$ cat config.mk
export PLATFORM = sky130hd
export DESIGN_NAME = cap_sensor_scanner
export DESIGN_NICKNAME = d
export VERILOG_FILES = /design/src/rtl/cap_sensor_scanner.sv
export SDC_FILE = /design/constraint.sdc
export NUM_CORES = 1
export LEC_CHECK = 0
export BUFFER_PORTS_ARGS = -buffer_cell sky130_fd_sc_hd__buf_2
export CORE_MARGIN = 5
export CORE_UTILIZATION = 61
export DETAILED_ROUTE_END_ITERATION = 8
export HOLD_SLACK_MARGIN = 0.02
export PLACE_DENSITY_LB_ADDON = 0.08
export SLEW_MARGIN = 25
export SYNTH_ARGS = -nofsm -noshare
export SYNTH_HDL_FRONTEND = slang
export SYNTH_SLANG_ARGS = --single-unit
$ cat constraint.sdc
create_clock -name clock -period 5 [get_ports clock]
set_input_delay 0 -clock clock [delete_from_list [all_inputs] [get_ports clock]]
set_output_delay 0 -clock clock [all_outputs]
set_load 0.01 [all_outputs]
$ cat src/rtl/cap_sensor_scanner.sv
// cap_sensor_scanner: times capacitive pad charge-up, debounces touches and queues per-pad hit events
module cap_sensor_scanner #(
   parameter int NUM_SENSORS      = 9,
   parameter int CNT_W            = 16,
   parameter int DISCHARGE_CYCLES = 256,
   parameter int CHARGE_TIMEOUT   = 4095,
   parameter int THRESHOLD        = 200,
   parameter int DEBOUNCE         = 3
) (
   input  logic                   clock,
   input  logic                   reset,
   input  logic [NUM_SENSORS-1:0] capacitive_sensors_in,
   output logic                   capacitive_sensors_out,
   input  logic                   enable,
   output logic [NUM_SENSORS-1:0] touch_state,
   output logic                   scan_done,
   output logic                   hit_valid,
   output logic [3:0]             hit_id,
   input  logic                   hit_ack
);
   typedef enum logic [1:0] {IDLE, DISCHARGE, CHARGE, EVAL} state_t;
   localparam logic [CNT_W-1:0] TMO     = CNT_W'(CHARGE_TIMEOUT);
   localparam logic [CNT_W-1:0] THR     = CNT_W'(THRESHOLD);
   localparam logic [CNT_W-1:0] DIS_END = CNT_W'(DISCHARGE_CYCLES - 1);
   localparam logic [2:0]       DB      = 3'(DEBOUNCE);
   state_t state, state_nx;
   logic [NUM_SENSORS-1:0] sync_a, sync_in, done, touch_nx, pending, pending_nx;
   logic [CNT_W-1:0] counter;
   logic [CNT_W-1:0] count [NUM_SENSORS];
   logic [2:0] agree [NUM_SENSORS];
   logic [2:0] agree_nx [NUM_SENSORS];
   logic [3:0] id_nx;
   assign capacitive_sensors_out = (state == CHARGE);
   // two-flop synchronizer for the asynchronous pad inputs
   always_ff @(posedge clock or negedge reset) begin
      if (!reset) begin
         sync_a  <= '0;
         sync_in <= '0;
      end else begin
         sync_a  <= capacitive_sensors_in;
         sync_in <= sync_a;
      end
   end
   // scan sequencing: discharge for a fixed time, then charge until every pad has risen or the timeout hits
   always_comb begin
      state_nx = state;
      case (state)
         IDLE:      state_nx = enable ? DISCHARGE : IDLE;
         DISCHARGE: state_nx = (counter == DIS_END) ? CHARGE : DISCHARGE;
         CHARGE:    state_nx = (&(done | sync_in) || counter == TMO) ? EVAL : CHARGE;
         default:   state_nx = enable ? DISCHARGE : IDLE;
      endcase
   end
   // state register, shared phase counter (restarts on every state change) and per-pad rise-time capture
   always_ff @(posedge clock or negedge reset) begin
      if (!reset) begin
         state   <= IDLE;
         counter <= '0;
         done    <= '0;
         for (int i = 0; i < NUM_SENSORS; i++) count[i] <= '0;
      end else begin
         state   <= state_nx;
         counter <= (state != state_nx) ? '0 : (counter == TMO) ? counter : counter + CNT_W'(1);
         if (state_nx == DISCHARGE && state != DISCHARGE) done <= '0;
         else if (state == CHARGE) done <= done | sync_in;
         for (int i = 0; i < NUM_SENSORS; i++)
            if (state == CHARGE && !done[i] && (sync_in[i] || counter == TMO)) count[i] <= counter;
      end
   end
   // debounce: a pad flips only after DEBOUNCE consecutive scans disagreeing with its current state
   always_comb begin
      touch_nx = touch_state;
      for (int i = 0; i < NUM_SENSORS; i++) begin
         agree_nx[i] = agree[i];
         if (state == EVAL) begin
            if ((count[i] >= THR) == touch_state[i]) agree_nx[i] = '0;
            else if (agree[i] + 3'd1 == DB) begin
               agree_nx[i] = '0;
               touch_nx[i] = ~touch_state[i];
            end else agree_nx[i] = agree[i] + 3'd1;
         end
      end
   end
   // hit queue: ack clears the presented bit, new touches set theirs (set wins), lowest index is presented
   always_comb begin
      pending_nx = pending;
      if (hit_ack && hit_valid) pending_nx[hit_id] = 1'b0;
      pending_nx = pending_nx | (touch_nx & ~touch_state);
      id_nx = '0;
      for (int i = NUM_SENSORS - 1; i >= 0; i--) if (pending_nx[i]) id_nx = 4'(i);
   end
   // debounced state, pending hits and the registered handshake outputs
   always_ff @(posedge clock or negedge reset) begin
      if (!reset) begin
         touch_state <= '0;
         pending     <= '0;
         hit_valid   <= 1'b0;
         hit_id      <= '0;
         scan_done   <= 1'b0;
         for (int i = 0; i < NUM_SENSORS; i++) agree[i] <= '0;
      end else begin
         touch_state <= touch_nx;
         pending     <= pending_nx;
         hit_valid   <= |pending_nx;
         hit_id      <= id_nx;
         scan_done   <= (state == EVAL);
         for (int i = 0; i < NUM_SENSORS; i++) agree[i] <= agree_nx[i];
      end
   end
endmodule

==> flow_metrics.tcl <==
set metrics [dict create \
    num_antenna_cells 0 \
    dr.first_iter.drc_count 272 \
    p_leak_nw 4.89 \
    critPathCaptureType "flop" \
    cts_max_level 1 \
    synth-seq-cells 213 \
    endpoint "count[12]$_DFFE_PN0P_" \
    fin_ws_ns 1.50 \
    io_buffers 28 \
    synth.cell_area_mm2 0.00917 \
    finalSetupViolCount 0 \
    syn-instance-count 711 \
    drc_errors 0 \
    post-synth-top-count-cell "dfrtp_1" \
    drt-total-wl_um 18000 \
    crit_path_start_kind "flop" \
    synth_top_area_share_pct 58.1 \
    vias_per_cell 6.04 \
    num_vias 5688 \
    final_util_pct 70.3 \
    max_freq_mhz 286 \
    arrival_ns 3.87 \
    synth.distinct_cells 48 \
    vdd_ir_drop_max_uv 320 \
    worstPathRequired_ns 5.37 \
    cap_violations 0 \
    synth_nets 746 \
    yosys.area.top_type "dfrtp_1" \
    r2r-start "counter[12]$_DFFE_PN0P_" \
    grt_usage_pct 21.1 \
    cts-root-buf "clkbuf_16" \
    grt.overflow.total 0 \
    slew_viol_final 0 \
    postCtsSetupBuffers 0 \
    cts-buffers-inserted 22 \
    wl_per_cell_um 19.1 \
    grt_max_degree 100 \
    drive_above_1_share_pct 26.6 \
    post_dp_cell_area_mm2 0.00937 \
    synth_area_leaders "dfrtp_1 58%, mux2_2 14%, ha_1 3.0%, nor2_1 1.9%, o21ai_0 1.5%" \
    cts_resized 0 \
    rows 44 \
    clk_path_buf_depth 3 \
    r2r_cells 5 \
    dr.pass1.iters 4 \
    status "complete, no violations" \
    ctsHoldBuffers 12 \
    seq_area_frac_synth_pct 58.1 \
    die_w_um 133 \
    power_density_mw_per_mm2 388 \
    min_period_ns 3.50 \
    regToRegEndpoint "count[12]$_DFFE_PN0P_" \
    core_area_mm2 0.0146 \
    dp_hpwl_um 11700 \
    rsz0062_at_grt "no" \
    design_area_mm2 0.0103 \
    dp_slack_ns 1.56 \
    worst_pin_slew_ns 1.06 \
    worstHoldPathType "in -> async" \
    r2r_slack_ns 1.50 \
    syn2layout_area_growth_pct 12.2 \
    crit_path_max_fanout 15 \
    synth_edf_count 0 \
    synthFlopType "dfrtp_1" \
    gp_congestion 0.743 \
    synthArstFlopShare_pct 100 \
    startpoint "counter[12]$_DFFE_PN0P_" \
    grt_pass1_wl_um 30300 \
    die_h_um 133 \
    slew-limit-headroom_pct 28.9 \
    synth_warnings 0 \
    grt_pass1_vias 5990 \
    yosys-top-cells-count "213 x dfrtp_1, 117 x mux2_2, 47 x nor2_1" \
    floorplan.die_area_mm2 0.0176 \
    clock-sinks 213 \
    cts_tree "done" \
    syn_area_per_cell_um2 12.9 \
    ant_nets 0 \
    finalHoldViolCount 0 \
    fillers 1011 \
    initial_utilization_pct 62.6 \
    period_share_pct 69.9 \
    skew_ns 0.00644 \
    worst-setup-path-type "reg -> reg" \
    clk_latency_ns 0.49 \
    nets 777 \
    holdWs_ns 0.140 \
    antenna_found_initial 0 \
    pin_count 29 \
    fin_setup_tns_ns 0 \
    clkTransAtPathRegs_ns 0.06 \
]
-- how the worst min path moves through the flow --
stage | end | slack [ns] | cells past startpoint
after floorplan | agree[0]$_DFFE_PN0P_ | -0.30 | 0
after global placement | sync_a[4]$_DFF_PN0_ | 0.11 | 1
after detailed placement | sync_a[4]$_DFF_PN0_ | 0.11 | 1
after CTS | sync_a[2]$_DFF_PN0_ | 0.13 | 2
after global routing | sync_a[0]$_DFF_PN0_ | 0.15 | 2
final | agree[14]$_DFFE_PN0P_ | 0.14 | 2
-- layer usage --
layer | global-route usage (%) | wire [um] | part of all wire [%]
met3 | 2.43 | 468 | 2.6
met4 | 6.70 | 437 | 2.4
met5 | 0 | 0 | 0
met1 | 27.3 | 7780 | 43
met2 | 37.5 | 9340 | 52
-- cell families after synthesis --
| kind of cell | Yosys count | share of synthesized area (%) |
|---|---|---|
| AOI/OAI and AO/OA | 92 | 6.68 |
| xor gates and xnor gates | 21 | 2.00 |
| adders and majority gates | 22 | 3.00 |
| buffers and inverters | 51 | 2.86 |
| DFF | 213 | 58.1 |
| muxes | 127 | 15.5 |
| and+or+nand+nor | 185 | 11.9 |
-- report_power, final --
group	internal (mW)	switching (mW)	leakage (nW)
combinational	0.133	0.237	1.58
clock	1.08	0.647	0.397
sequential	1.82	0.0812	2.91
total	3.03	0.966	4.89
-- worst max-delay path, stage by stage (launching register included) --
cell,delay [ns]
dfrtp_1,0.53
or4_1,0.72
nor4_4,0.71
nor2_1,0.11
nor3b_2,0.87
mux2_2,0.43
-- layout by cell type (no fill, tap or decap), types with 13 or more instances in the layout --
| master | instances |
|---|---|
| xnor2_1 | 13 |
| nor2_1 | 47 |
| clkbuf_16 | 23 |
| o21ai_0 | 28 |
| ha_1 | 21 |
| nand4_1 | 15 |
| nand2_1 | 21 |
| a21oi_1 | 14 |
| mux2_2 | 117 |
| dfrtp_1 | 213 |
| nand2b_1 | 18 |
| inv_1 | 15 |
| nand3_1 | 26 |
| nor4_1 | 19 |
| buf_2 | 27 |
-- per-stage QoR --
stage	total power, mW	instances
4_1_cts	4.03	942
3_3_place_gp	2.28	890
2_1_floorplan	2.16	711
3_5_place_dp	2.29	890
6_report	4.00	942
5_1_grt	4.18	942
-- area by class of cell --
| type | count | area (um2) | area share, % |
|---|---|---|---|
| sequential | 213 | 5330 | 51.8 |
| multi-input combinational | 447 | 3590 | 34.9 |
| clock buffer | 29 | 658 | 6.39 |
| timing repair buffer | 43 | 292 | 2.83 |
| tap | 184 | 230 | 2.24 |
| clock inverter | 11 | 136 | 1.32 |
| inverter | 15 | 56.3 | 0.547 |
-- state kept, by name, summed over array words and instances, names as in the netlist --
name,count
agree,27
count,117
counter,16
done,9
hit_id,4
hit_valid,1
pending,9
scan_done,1
state,2
sync_a,9
sync_in,9
touch_state,9
Power figures use the tool's default switching activity.
